**src/rtl/serial_frame_rx_if.sv**
```systemverilog
// Bus bundle between a serial line source/word consumer and serial_frame_rx.
// Handshake: a word transfers on every rising clk edge where out_valid && out_ready.
// out_data is held stable while out_valid=1 and not accepted. out_ready while
// out_valid=0 is ignored.
interface serial_frame_rx_if #(
    parameter int WIDTH = 8
);
    logic             d_in;
    logic [WIDTH-1:0] out_data;
    logic             out_valid;
    logic             out_ready;
    logic             frame_err;
    logic             overrun;

    // Line driver and word consumer side
    modport master (
        output d_in, out_ready,
        input  out_data, out_valid, frame_err, overrun
    );

    // Receiver side
    modport slave (
        input  d_in, out_ready,
        output out_data, out_valid, frame_err, overrun
    );
endinterface

```
**src/rtl/serial_frame_rx.sv**
```systemverilog
// Serial frame receiver: start bit (0), WIDTH data bits LSB-first, stop bit (1).
// Good frames go into a one-entry holding register behind a valid/ready handshake.
// A bad stop bit pulses frame_err and parks the FSM in BREAK until the line idles.
module serial_frame_rx #(
    parameter int WIDTH = 8
) (
    input  logic                clk,
    input  logic                rst,
    serial_frame_rx_if.slave    bus,
    output logic [1:0]          state_dbg
);
    localparam int CW = $clog2(WIDTH) + 1;

    typedef enum logic [1:0] {
        IDLE  = 2'd0,
        DATA  = 2'd1,
        STOP  = 2'd2,
        BREAK = 2'd3
    } state_t;

    state_t           state_q, state_d;
    logic [CW-1:0]    cnt_q;
    logic [WIDTH-1:0] shift_q;
    logic [WIDTH-1:0] out_data_q;
    logic             out_valid_q;
    logic             frame_err_q;
    logic             overrun_q;

    // Control decoded from the current state
    logic start_det;
    logic shift_en;
    logic load_word;
    logic drop_word;
    logic stop_bad;
    logic hold_free;

    // State register
    always_ff @(posedge clk or posedge rst) begin
        if (rst) state_q <= IDLE;
        else     state_q <= state_d;
    end

    // Next-state logic
    always_comb begin
        state_d = state_q;
        case (state_q)
            IDLE:  if (!bus.d_in) state_d = DATA;
            DATA:  if (cnt_q == CW'(WIDTH - 1)) state_d = STOP;
            STOP:  state_d = bus.d_in ? IDLE : BREAK;
            BREAK: if (bus.d_in) state_d = IDLE;
            default: state_d = IDLE;
        endcase
    end

    // Output/control decode; the holding register is free if empty or being drained now
    always_comb begin
        hold_free = !out_valid_q || bus.out_ready;
        start_det = 1'b0;
        shift_en  = 1'b0;
        load_word = 1'b0;
        drop_word = 1'b0;
        stop_bad  = 1'b0;
        case (state_q)
            IDLE: start_det = !bus.d_in;
            DATA: shift_en  = 1'b1;
            STOP: begin
                load_word = bus.d_in && hold_free;
                drop_word = bus.d_in && !hold_free;
                stop_bad  = !bus.d_in;
            end
            default: ;
        endcase
    end

    // Bit counter and shift register: new bits enter at the MSB so the first lands at bit 0
    always_ff @(posedge clk or posedge rst) begin
        if (rst) begin
            cnt_q   <= '0;
            shift_q <= '0;
        end else begin
            if (start_det) cnt_q <= '0;
            else if (shift_en) cnt_q <= cnt_q + CW'(1);
            if (shift_en) shift_q <= {bus.d_in, shift_q[WIDTH-1:1]};
        end
    end

    // Holding register and status flags; a load on an accept edge keeps out_valid high
    always_ff @(posedge clk or posedge rst) begin
        if (rst) begin
            out_data_q  <= '0;
            out_valid_q <= 1'b0;
            frame_err_q <= 1'b0;
            overrun_q   <= 1'b0;
        end else begin
            if (load_word) begin
                out_data_q  <= shift_q;
                out_valid_q <= 1'b1;
            end else if (bus.out_ready) begin
                out_valid_q <= 1'b0;
            end
            frame_err_q <= stop_bad;
            if (drop_word) overrun_q <= 1'b1;
        end
    end

    assign bus.out_data  = out_data_q;
    assign bus.out_valid = out_valid_q;
    assign bus.frame_err = frame_err_q;
    assign bus.overrun   = overrun_q;
    assign state_dbg     = state_q;
endmodule

```
**src/flat_wrapper.sv**
```systemverilog
// flat-port wrapper written by rule: the top's interface ports become plain ports
module serial_frame_rx_flat 
#(
    parameter int WIDTH = 8
)
  (clk, rst, state_dbg, bus_d_in, bus_out_ready, bus_out_data, bus_out_valid, bus_frame_err, bus_overrun);
  serial_frame_rx_if #(.WIDTH(WIDTH)) bus_i ();
  input  logic clk;
  input  logic rst;
  output logic [1:0] state_dbg;
  input wire logic [$bits(bus_i.d_in)-1:0] bus_d_in;
  input wire logic [$bits(bus_i.out_ready)-1:0] bus_out_ready;
  output wire logic [$bits(bus_i.out_data)-1:0] bus_out_data;
  output wire logic [$bits(bus_i.out_valid)-1:0] bus_out_valid;
  output wire logic [$bits(bus_i.frame_err)-1:0] bus_frame_err;
  output wire logic [$bits(bus_i.overrun)-1:0] bus_overrun;
  assign bus_i.d_in = bus_d_in;
  assign bus_i.out_ready = bus_out_ready;
  assign bus_out_data = bus_i.out_data;
  assign bus_out_valid = bus_i.out_valid;
  assign bus_frame_err = bus_i.frame_err;
  assign bus_overrun = bus_i.overrun;
  serial_frame_rx #(.WIDTH(WIDTH)) u_core (.clk(clk), .rst(rst), .bus(bus_i), .state_dbg(state_dbg));
endmodule
```
**config.mk**
```make
export PLATFORM = sky130hd
export DESIGN_NAME = serial_frame_rx_flat
export DESIGN_NICKNAME = d
export VERILOG_FILES = /design/src/rtl/serial_frame_rx_if.sv /design/src/rtl/serial_frame_rx.sv /design/src/flat_wrapper.sv
export SDC_FILE = /design/constraint.sdc
export NUM_CORES = 1
export LEC_CHECK = 0
export BUFFER_PORTS_ARGS = -buffer_cell sky130_fd_sc_hd__buf_2
export CORE_ASPECT_RATIO = 1.4
export CORE_MARGIN = 3
export CORE_UTILIZATION = 50
export CTS_CLUSTER_DIAMETER = 120
export DETAILED_ROUTE_END_ITERATION = 8
export MAX_ROUTING_LAYER = met4
export PLACE_DENSITY = 0.72
export SETUP_SLACK_MARGIN = 0.3
export SLEW_MARGIN = 20
export SYNTH_ARGS = -nofsm -noshare
export SYNTH_HDL_FRONTEND = slang
export SYNTH_SLANG_ARGS = --single-unit
```
**constraint.sdc**
```tcl
create_clock -name clk -period 1.9 [get_ports clk]
set_input_delay 0.285 -clock clk [delete_from_list [all_inputs] [get_ports clk]]
set_output_delay 0.285 -clock clk [all_outputs]
set_load 0.01 [all_outputs]
```
==> results of run 1 <==
==> area by class of cell <==
class	count	area (µm²)	share of cell area (%)
clock buffer	4	26.28	2.344
multi-input combinational	56	341.6	30.47
inverter	2	7.507	0.6696
tap	20	25.02	2.232
timing repair buffer	18	95.09	8.482
sequential	25	625.6	55.80
==> cell usage after synthesis (all sizes together) <==
cell and count:
or2 1, a21oi 1, nor2b 3, o21ai 4, nand2b 2, nor2 1, dfrtp 25, clkbuf 1
nand2 24, mux2 9, a21o 1, nand3 2, nor3b 1, ha 1, nand3b 1, nor3 1
o311ai 1, a22o 2, buf 2, inv 2, o21bai 1
==> how the worst max path moves through the flow <==
stage	from	endpoint	slack [ns]	depth (start not counted)
6_report	u_core.state_dbg[0]$_DFFE_PP0P_	u_core.bus.out_data[2]$_DFFE_PP0P_	0.46	4
3_5_place_dp	u_core.state_dbg[0]$_DFFE_PP0P_	u_core.bus.out_data[2]$_DFFE_PP0P_	0.46	4
2_1_floorplan	u_core.state_dbg[0]$_DFFE_PP0P_	u_core.bus.out_data[0]$_DFFE_PP0P_	0.52	4
3_3_place_gp	u_core.state_dbg[1]$_DFFE_PP0P_	u_core.state_dbg[0]$_DFFE_PP0P_	0.49	3
4_1_cts	u_core.state_dbg[0]$_DFFE_PP0P_	u_core.bus.out_data[2]$_DFFE_PP0P_	0.44	4
5_1_grt	u_core.state_dbg[1]$_DFFE_PP0P_	u_core.state_dbg[0]$_DFFE_PP0P_	0.31	3
==> critical path: stages, from the launching register on <==
cell	delay (ns)
dfrtp_1	0.46
nand3b_1	0.23
nor2b_1	0.13
buf_4	0.17
mux2_2	0.34
==> routing by layer <==
metal  up-vias  global-route usage [%]  share of wire, %
met5         -                       -                 0
met4         0                   9.052              0.89
met3         2                   1.835               3.6
met2        16                   25.42                53
met1       304                   17.51                43
li1        321                       -                 -
==> cells by family (layout without fill, tap and decap cells) <==
kind of cell | Yosys count | in the layout
multiplexers | 9 | 9
flip-flops | 25 | 25
buffers and inverters | 5 | 24
AO/OA/AOI/OAI | 10 | 10
AND/OR/NAND/NOR | 36 | 36
adder cells (fa/ha/maj) | 1 | 1
==> where the power goes <==
group,switching (W),internal (W),leakage (nW),total (W)
Clock,0.000138,0.0000818,0.0150,0.000220
Sequential,0.000173,0.000768,0.314,0.000940
Combinational,0.000370,0.000320,0.262,0.000689
==> stage by stage <==
step	power [W]	util, %	cells	area (µm²)	worst slack [ns]
6_report	0.001850	61.45	125	1121	0.4635
5_1_grt	0.002009	61.45	125	1121	0.3116
4_1_cts	0.001874	61.45	125	1121	0.4442
3_5_place_dp	0.001654	60.01	121	1095	0.4640
3_3_place_gp	0.001619	60.01	121	1095	0.4855
2_1_floorplan	0.001431	-	86	991.0	0.5228
==> flip-flops by register name (all words and copies together), names as in the netlist <==
signal / cells
u_core.state_dbg: 2
u_core.cnt_q: 4
u_core.bus.overrun: 1
u_core.bus.frame_err: 1
u_core.shift_q: 8
u_core.bus.out_data: 8
u_core.bus.out_valid: 1
==> cell usage in the layout (no fill, tap or decap), drive strengths merged, types with 2 or more instances in the layout <==
cell     n
a22o     2
buf     18
clkbuf   4
dfrtp   25
inv      2
mux2     9
nand2   24
nand2b   2
nand3    2
nor2b    3
o21ai    4
==> impl_metrics.ini, run 1 <==
[grt]
grt_use_total_pct = 15.36
grt_pass1_vias = 652
antenna_found_initial = 0
grt_max_degree = 26
overflow = 0
grt_pass1_wl_um = 2808

[pwr]
p_leak_nw = 0.5909
ir_drop_mv = 1.033
power_density_nw_per_um2 = 1650

[sta]
hold_viol = 0
setup_tns_ns = 0
rsz0062_at_grt = no
min_period_over_period_pct = 75.61
hold_slack_ns = 0.001707
maxSlewHeadroom_pct = 61.18
fmax_ghz = 0.6961
drv_slew = 0
min_period_ns = 1.437
worst_slew_pin_slew_ns = 0.5811
finalClockSkew_ns = 0.001555
setup-violations-final = 0

[worst_setup_path]
cp.arrival_ns = 1.64
r2r_cells = 4
crit_fanout = 8
cp.required_ns = 2.10
r2r_start = u_core.state_dbg[0]$_DFFE_PP0P_
end_kind = register
r2r_setup_slack_ns = 0.46
reg2reg_to = u_core.bus.out_data[2]$_DFFE_PP0P_
critical_path_class = reg -> reg
start_kind = register

[synth]
synth_area_leader_cell = dfrtp_1
synth_area_um2 = 991.0
synth_top_family_by_area = simple AND/OR/NAND/NOR gates
yosysSeqAreaShare_pct = 63.13
syn_inst = 86
synth-xor-area-share_pct = 0
yosys_warnings = 0
muxShareOfSynthArea_pct = 10.23
synth_compound_area_share_pct = 6.692
ys_ff_latch = 25
synth_simple_gate_area_share_pct = 16.29
synth_top_cell_area_share_pct = 63.13
syn_nets = 91
synthAdderAreaFrac_pct = 1.263
yosysUniqueCellTypes = 22
synth_top_cells_by_area = dfrtp_1, mux2_2, nand2_1, o21ai_0, nor2b_1
syn-mean-instance-area_um2 = 11.52

[min_path]
hold_class = in -> async

[placement]
place.gp.congestion = 0.6873
portBuffers = 16
dp_hpwl_um = 1163

[floorplan]
ioPinCount = 17
die_x_um = 43.63
die-area_um2 = 2560
rows = 18
coreArea_um2 = 1824
initial_core_util_pct = 54.32
dieHeight_um = 58.68

[cells_and_area]
nets = 111
drive_above_1_share_pct = 29.52
antenna_cells = 0
synthToLayoutAreaGrowth_pct = 13.13
nFillCells = 160

[clocking]
ctsHoldBuffers = 0
cts-resized-gates = 0
clkSinkCount = 25
cts_max_level = 1
path_clk_slew_ns = 0.12
root_buffer = clkbuf_4
cts_setup_buffers = 0
cts_tree = built
cts_buffers = 3
clk_path_buf_depth = 2
clkLatencyLatePin_ns = 0.30

[routing]
drt_iter0_markers = 12
wl_per_cell_um = 12.63
first_pass_iters = 4
ant_nets = 0
via_per_inst = 5.144
drt-total-wl_um = 1579
vias = 643
drc_errors = 0

[run]
drv_cap = 0

[run_status]
status = finished, final reports clean
Power figures use the tool's default switching activity.
==> inputs of run 2 (changes only) <==
Clock period 1.9 ns to 1.39 ns, I/O delays scaled along.
==> impl_metrics.ini, run 2 (synthesis results as in run 1) <==
[routing]
drc_errors = 0
via_per_inst = 5.048
wl_per_cell_um = 13.31
vias = 742
first_pass_iters = 4
drt-total-wl_um = 1956
ant_nets = 0
drt_iter0_markers = 10

[run_status]
status = finished, final reports clean

[cells_and_area]
nets = 133
fin_util_pct = 78.81
drive_above_1_share_pct = 52.76
final_common_cell = dfrtp_1
nFillCells = 121
antenna_cells = 0
seqCellArea_um2 = 626.9
synthToLayoutAreaGrowth_pct = 45.08
layout_common_cells = dfrtp_1, nand2_1, buf_2, buf_4, buf_6
multi_input_area_um2 = 439.2

[worst_setup_path]
start_kind = register
end_kind = register
crit_chain = nand3b_1 -> nor2b_1 -> buf_6 -> mux2_4
critPathSlowestCell = dfrtp_2
critical_path_class = reg -> reg
cp.required_ns = 1.60
cp.arrival_ns = 1.55
critPathMaxStageDelay_ns = 0.43
crit_fanout = 8

[placement]
dp_hpwl_um = 1172
place.gp.congestion = 0.7140
place_ws_ns = 0.03008
portBuffers = 16

[clocking]
cts_buffers = 3
clkSinkCount = 25
path_clk_slew_ns = 0.14
clkLatencyLatePin_ns = 0.31
cts_max_level = 1
cts_tree = built
clk_path_buf_depth = 2
root_buffer = clkbuf_4

[pwr]
p_leak_nw = 0.7480
pwr-share-comb_pct = 53.9
ir_drop_mv = 1.541
pwr-share-seq_pct = 36.9
pwr-share-clk_pct = 9.2
switchingPower_w = 0.001213
internal-power_w = 0.002258
p_sw_share_pct = 34.95
power_density_nw_per_um2 = 2415

[floorplan]
dieHeight_um = 58.68
coreArea_um2 = 1824
ioPinCount = 17
die_x_um = 43.63
rows = 18
die-area_um2 = 2560
initial_core_util_pct = 54.32

[grt]
grt_max_degree = 26
antenna_found_initial = 0
grt_use_total_pct = 17.51
overflow = 0
grt_pass1_wl_um = 3229
grt_pass1_vias = 714

[sta]
min_period_over_period_pct = 96.98
finalClockSkew_ns = 0.007283
maxSlewHeadroom_pct = 79.80
worst_slew_pin_slew_ns = 0.3031
fmax_ghz = 0.7418
setup-violations-final = 0
rsz0062_at_grt = yes
min_period_ns = 1.348
hold_viol = 0
drv_slew = 0
layout_setup_ws_ns = 0.04193

[run]
drv_cap = 0

[min_path]
hold_class = in -> reg
-- run 2: changes by cell type in the layout (fill, tap and decap cells not counted), sizes merged --
| cell | before | now |
|---|---|---|
| clkinvlp | 0 | 1 |
| clkbuf | 4 | 3 |
| dlygate4sd3 | 0 | 1 |
| buf | 18 | 39 |
-- run 2: critical path, delay by kind of cell (launching register included) --
kind	cells	cell delay, ns
buffers and inverters	1	0.18
flip-flops	1	0.43
multiplexers	1	0.30
AND/OR/NAND/NOR	2	0.34
-- run 2: power groups by stage --
stage               Clock [W]  Combinational [W]  Sequential, W
finish               0.000320            0.00187        0.00128
global route         0.000363            0.00204        0.00132
CTS                  0.000337            0.00157        0.00126
detailed placement          0            0.00112        0.00127
global placement            0            0.00110        0.00126
floorplan                   0           0.000639        0.00133
-- run 2: area by class of cell --
cell class	instances	share of cell area (%)
sequential	25	43.60
multi-input combinational	56	30.55
timing repair buffer	40	21.50
tap	20	1.741
clock buffer	3	1.567
clock inverter	1	0.5222
inverter	2	0.5222
-- run 2: metrics by stage --
| stage | power, W | setup TNS [ns] | cell area (µm²) | hold WS [ns] | cells |
|---|---|---|---|---|---|
| 6_report | 0.003472 | 0 | 1438 | 0.1123 | 147 |
| 2_1_floorplan | 0.001970 | 0 | 996.0 | 0.2358 | 86 |
| 3_3_place_gp | 0.002353 | 0 | 1136 | 0.2629 | 126 |
| 3_5_place_dp | 0.002390 | 0 | 1136 | 0.2710 | 126 |
| 4_1_cts | 0.003168 | 0 | 1338 | 0.08969 | 139 |
| 5_1_grt | 0.003725 | -0.07235 | 1438 | 0.1066 | 147 |
-- run 2: worst paths after layout --
kind / slack, ns / cells after the start / startpoint / end
min: 0.11 / 2 / bus_d_in / u_core.bus.frame_err$_DFF_PP0_
max in group asynchronous: 0.67 / 4 / rst / u_core.state_dbg[0]$_DFFE_PP0P_
min in group asynchronous: 0.47 / 4 / rst / u_core.cnt_q[0]$_DFFE_PP0P_
max reg2reg: 0.04 / 4 / u_core.state_dbg[0]$_DFFE_PP0P_ / u_core.bus.out_data[2]$_DFFE_PP0P_
min reg2reg: 0.49 / 1 / u_core.bus.overrun$_DFFE_PP0P_ / u_core.bus.overrun$_DFFE_PP0P_
max: 0.04 / 4 / u_core.state_dbg[0]$_DFFE_PP0P_ / u_core.bus.out_data[2]$_DFFE_PP0P_
-- run 2: routing by layer --
metal | wire length [µm] | track usage [%] | part of all wire, % | up-vias
li1 | - | - | - | 367
met3 | 51 | 2.752 | 2.6 | 2
met2 | 1074 | 29.79 | 55 | 11
met4 | 20 | 7.759 | 1.0 | 0
met1 | 810 | 19.92 | 41 | 362
met5 | 0 | - | 0 | -
-- run 2: repair_timing --
action,4_1_cts,5_1_grt
setup buffers,8,8
gates cloned,0,0
hold buffers,1,0
pin swaps,3,3
endpoints found under the setup margin,24,33
gates resized for setup,28,11
hold endpoints to repair,25,0
==> inputs of run 3 (changes only) <==
Settings changed: CELL_PAD_IN_SITES_DETAIL_PLACEMENT set to 1, CELL_PAD_IN_SITES_GLOBAL_PLACEMENT set to 2, CORE_UTILIZATION 50 to 34, PLACE_DENSITY 0.72 to unset, PLACE_DENSITY_LB_ADDON set to 0.1.
==> impl_metrics.ini, run 3 (synthesis results as in run 1) <==
[routing]
drc_errors = 0
vias = 821
via_per_inst = 4.773
ant_nets = 0
wl_met2_um = 1492
top_layer_used = met4
first_pass_iters = 2
drt_iter0_markers = 14
wl_met1_um = 1035
wl_per_cell_um = 15.18
wl_met3_um = 74
drt-total-wl_um = 2611

[cells_and_area]
layout_common_cells = dfrtp_1, buf_4, buf_2
nets = 142
antenna_cells = 0
synthToLayoutAreaGrowth_pct = 59.97
final_common_cell = dfrtp_1
fin_area_um2 = 1585
fin_util_pct = 58.77
fin_cells = 172
drive_above_1_share_pct = 60.29
nFillCells = 308

[worst_setup_path]
cpLargestDelayFamily = flip-flops
r2r_cells = 4
end_kind = register
critical_path_class = reg -> reg
r2r_start = u_core.state_dbg[0]$_DFFE_PP0P_
crit_chain = nand3b_1 -> nor2b_1 -> buf_6 -> mux2_4
cp.arrival_ns = 1.57
cp_num_buf_inv = 1
crit_fanout = 8
critPathSlowestCell = dfrtp_2
critPathMaxStageDelay_ns = 0.43
reg2reg_to = u_core.bus.out_data[0]$_DFFE_PP0P_
r2r_setup_slack_ns = 0.03
cp.required_ns = 1.60
start_kind = register

[pwr]
p_sw_share_pct = 35.38
internal-power_w = 0.002614
pwr-share-comb_pct = 59.4
pwr-share-seq_pct = 32.3
switchingPower_w = 0.001431
power_density_nw_per_um2 = 2552
pwr-share-clk_pct = 8.3
p_leak_nw = 0.8255
ir_drop_mv = 1.917

[floorplan]
rows = 22
ioPinCount = 17
initial_core_util_pct = 36.73
coreArea_um2 = 2698
die-area_um2 = 3608
die_x_um = 51.63
dieHeight_um = 69.88

[placement]
portBuffers = 16
dp_hpwl_um = 1441
place.gp.congestion = 0.6814
dp_cells = 142
dpl_cell_area_um2 = 1156

[grt]
grt_use_total_pct = 13.89
grt_max_degree = 26
grt_pass1_vias = 748
overflow = 0
antenna_found_initial = 0
grt_pass1_wl_um = 3712

[sta]
rsz0062_at_grt = yes
drv_slew = 0
hold_viol = 0
hold_slack_ns = 0.1046
fmax_ghz = 0.7359
setup-violations-final = 0
finalClockSkew_ns = 0.01580
setup_tns_ns = 0
min_period_ns = 1.359
maxSlewHeadroom_pct = 78.29
worst_slew_pin_slew_ns = 0.3256
min_period_over_period_pct = 97.76

[min_path]
min-delay-start = bus_d_in
whs_endpoint = u_core.bus.frame_err$_DFF_PP0_
holdPathStages = 2
hold_class = in -> reg

[clocking]
cts_buffers = 3
clkLatencyLatePin_ns = 0.32
clkSinkCount = 25
path_clk_slew_ns = 0.13
root_buffer = clkbuf_4
cts_max_level = 1
cts_tree = built
clk_path_buf_depth = 2

[run_status]
status = finished, final reports clean

[run]
drv_cap = 0
run 3: changes by cell type in the layout (fill, tap and decap cells not counted), moves of 2 or more:
cell / before / now
buf_4: 14 / 21
nand2_1: 19 / 13
nand2_2: 5 / 10
buf_12: 0 / 2
buf_6: 11 / 9
run 3: worst max-delay path by stage:
stage,end,start,slack [ns],cells after the start
2_1_floorplan,u_core.bus.out_data[0]$_DFFE_PP0P_,u_core.state_dbg[0]$_DFFE_PP0P_,0.03,4
3_3_place_gp,u_core.bus.out_data[5]$_DFFE_PP0P_,u_core.state_dbg[0]$_DFFE_PP0P_,0.07,4
3_5_place_dp,u_core.bus.out_data[1]$_DFFE_PP0P_,u_core.state_dbg[0]$_DFFE_PP0P_,0.03,4
4_1_cts,u_core.bus.out_data[0]$_DFFE_PP0P_,u_core.state_dbg[0]$_DFFE_PP0P_,0.06,4
5_1_grt,u_core.bus.out_data[7]$_DFFE_PP0P_,u_core.state_dbg[0]$_DFFE_PP0P_,-0.04,4
6_report,u_core.bus.out_data[0]$_DFFE_PP0P_,u_core.state_dbg[0]$_DFFE_PP0P_,0.03,4
run 3: metrics by stage:
step / power [W] / worst slack [ns]
2_1_floorplan: 0.001970 / 0.03493
3_3_place_gp: 0.002385 / 0.06684
3_5_place_dp: 0.002445 / 0.02780
4_1_cts: 0.003150 / 0.05866
5_1_grt: 0.004338 / -0.04366
6_report: 0.004046 / 0.03110
run 3: layer usage:
metal,global-route usage (%),up-vias
li1,-,386
met4,4.373,0
met2,21.25,12
met1,18.54,421
met3,2.559,2
met5,-,-
run 3: power by group through the flow:
stage | Clock (W) | Sequential (W) | Combinational, W
2_1_floorplan | 0 | 0.00133 | 0.000639
3_3_place_gp | 0 | 0.00126 | 0.00112
3_5_place_dp | 0 | 0.00128 | 0.00116
4_1_cts | 0.000353 | 0.00128 | 0.00151
5_1_grt | 0.000380 | 0.00136 | 0.00260
6_report | 0.000336 | 0.00131 | 0.00240
run 3: cell type report:
type,instances,area [µm²],area share (%)
clock inverters,1,7.507,0.4736
clock buffers,3,22.52,1.421
well taps,36,45.04,2.841
repair buffers,49,419.2,26.44
multi-input cells,56,456.7,28.81
flip-flops and latches,25,626.9,39.54
inverters,2,7.507,0.4736
run 3: timing repair:
action | CTS | global route
cloned | 0 | 1
hold buffers | 1 | 0
endpoints found under the setup margin | 28 | 32
pin swaps | 9 | 7
hold endpoints to repair | 25 | 0
gates resized for setup | 22 | 25
setup buffers | 7 | 17
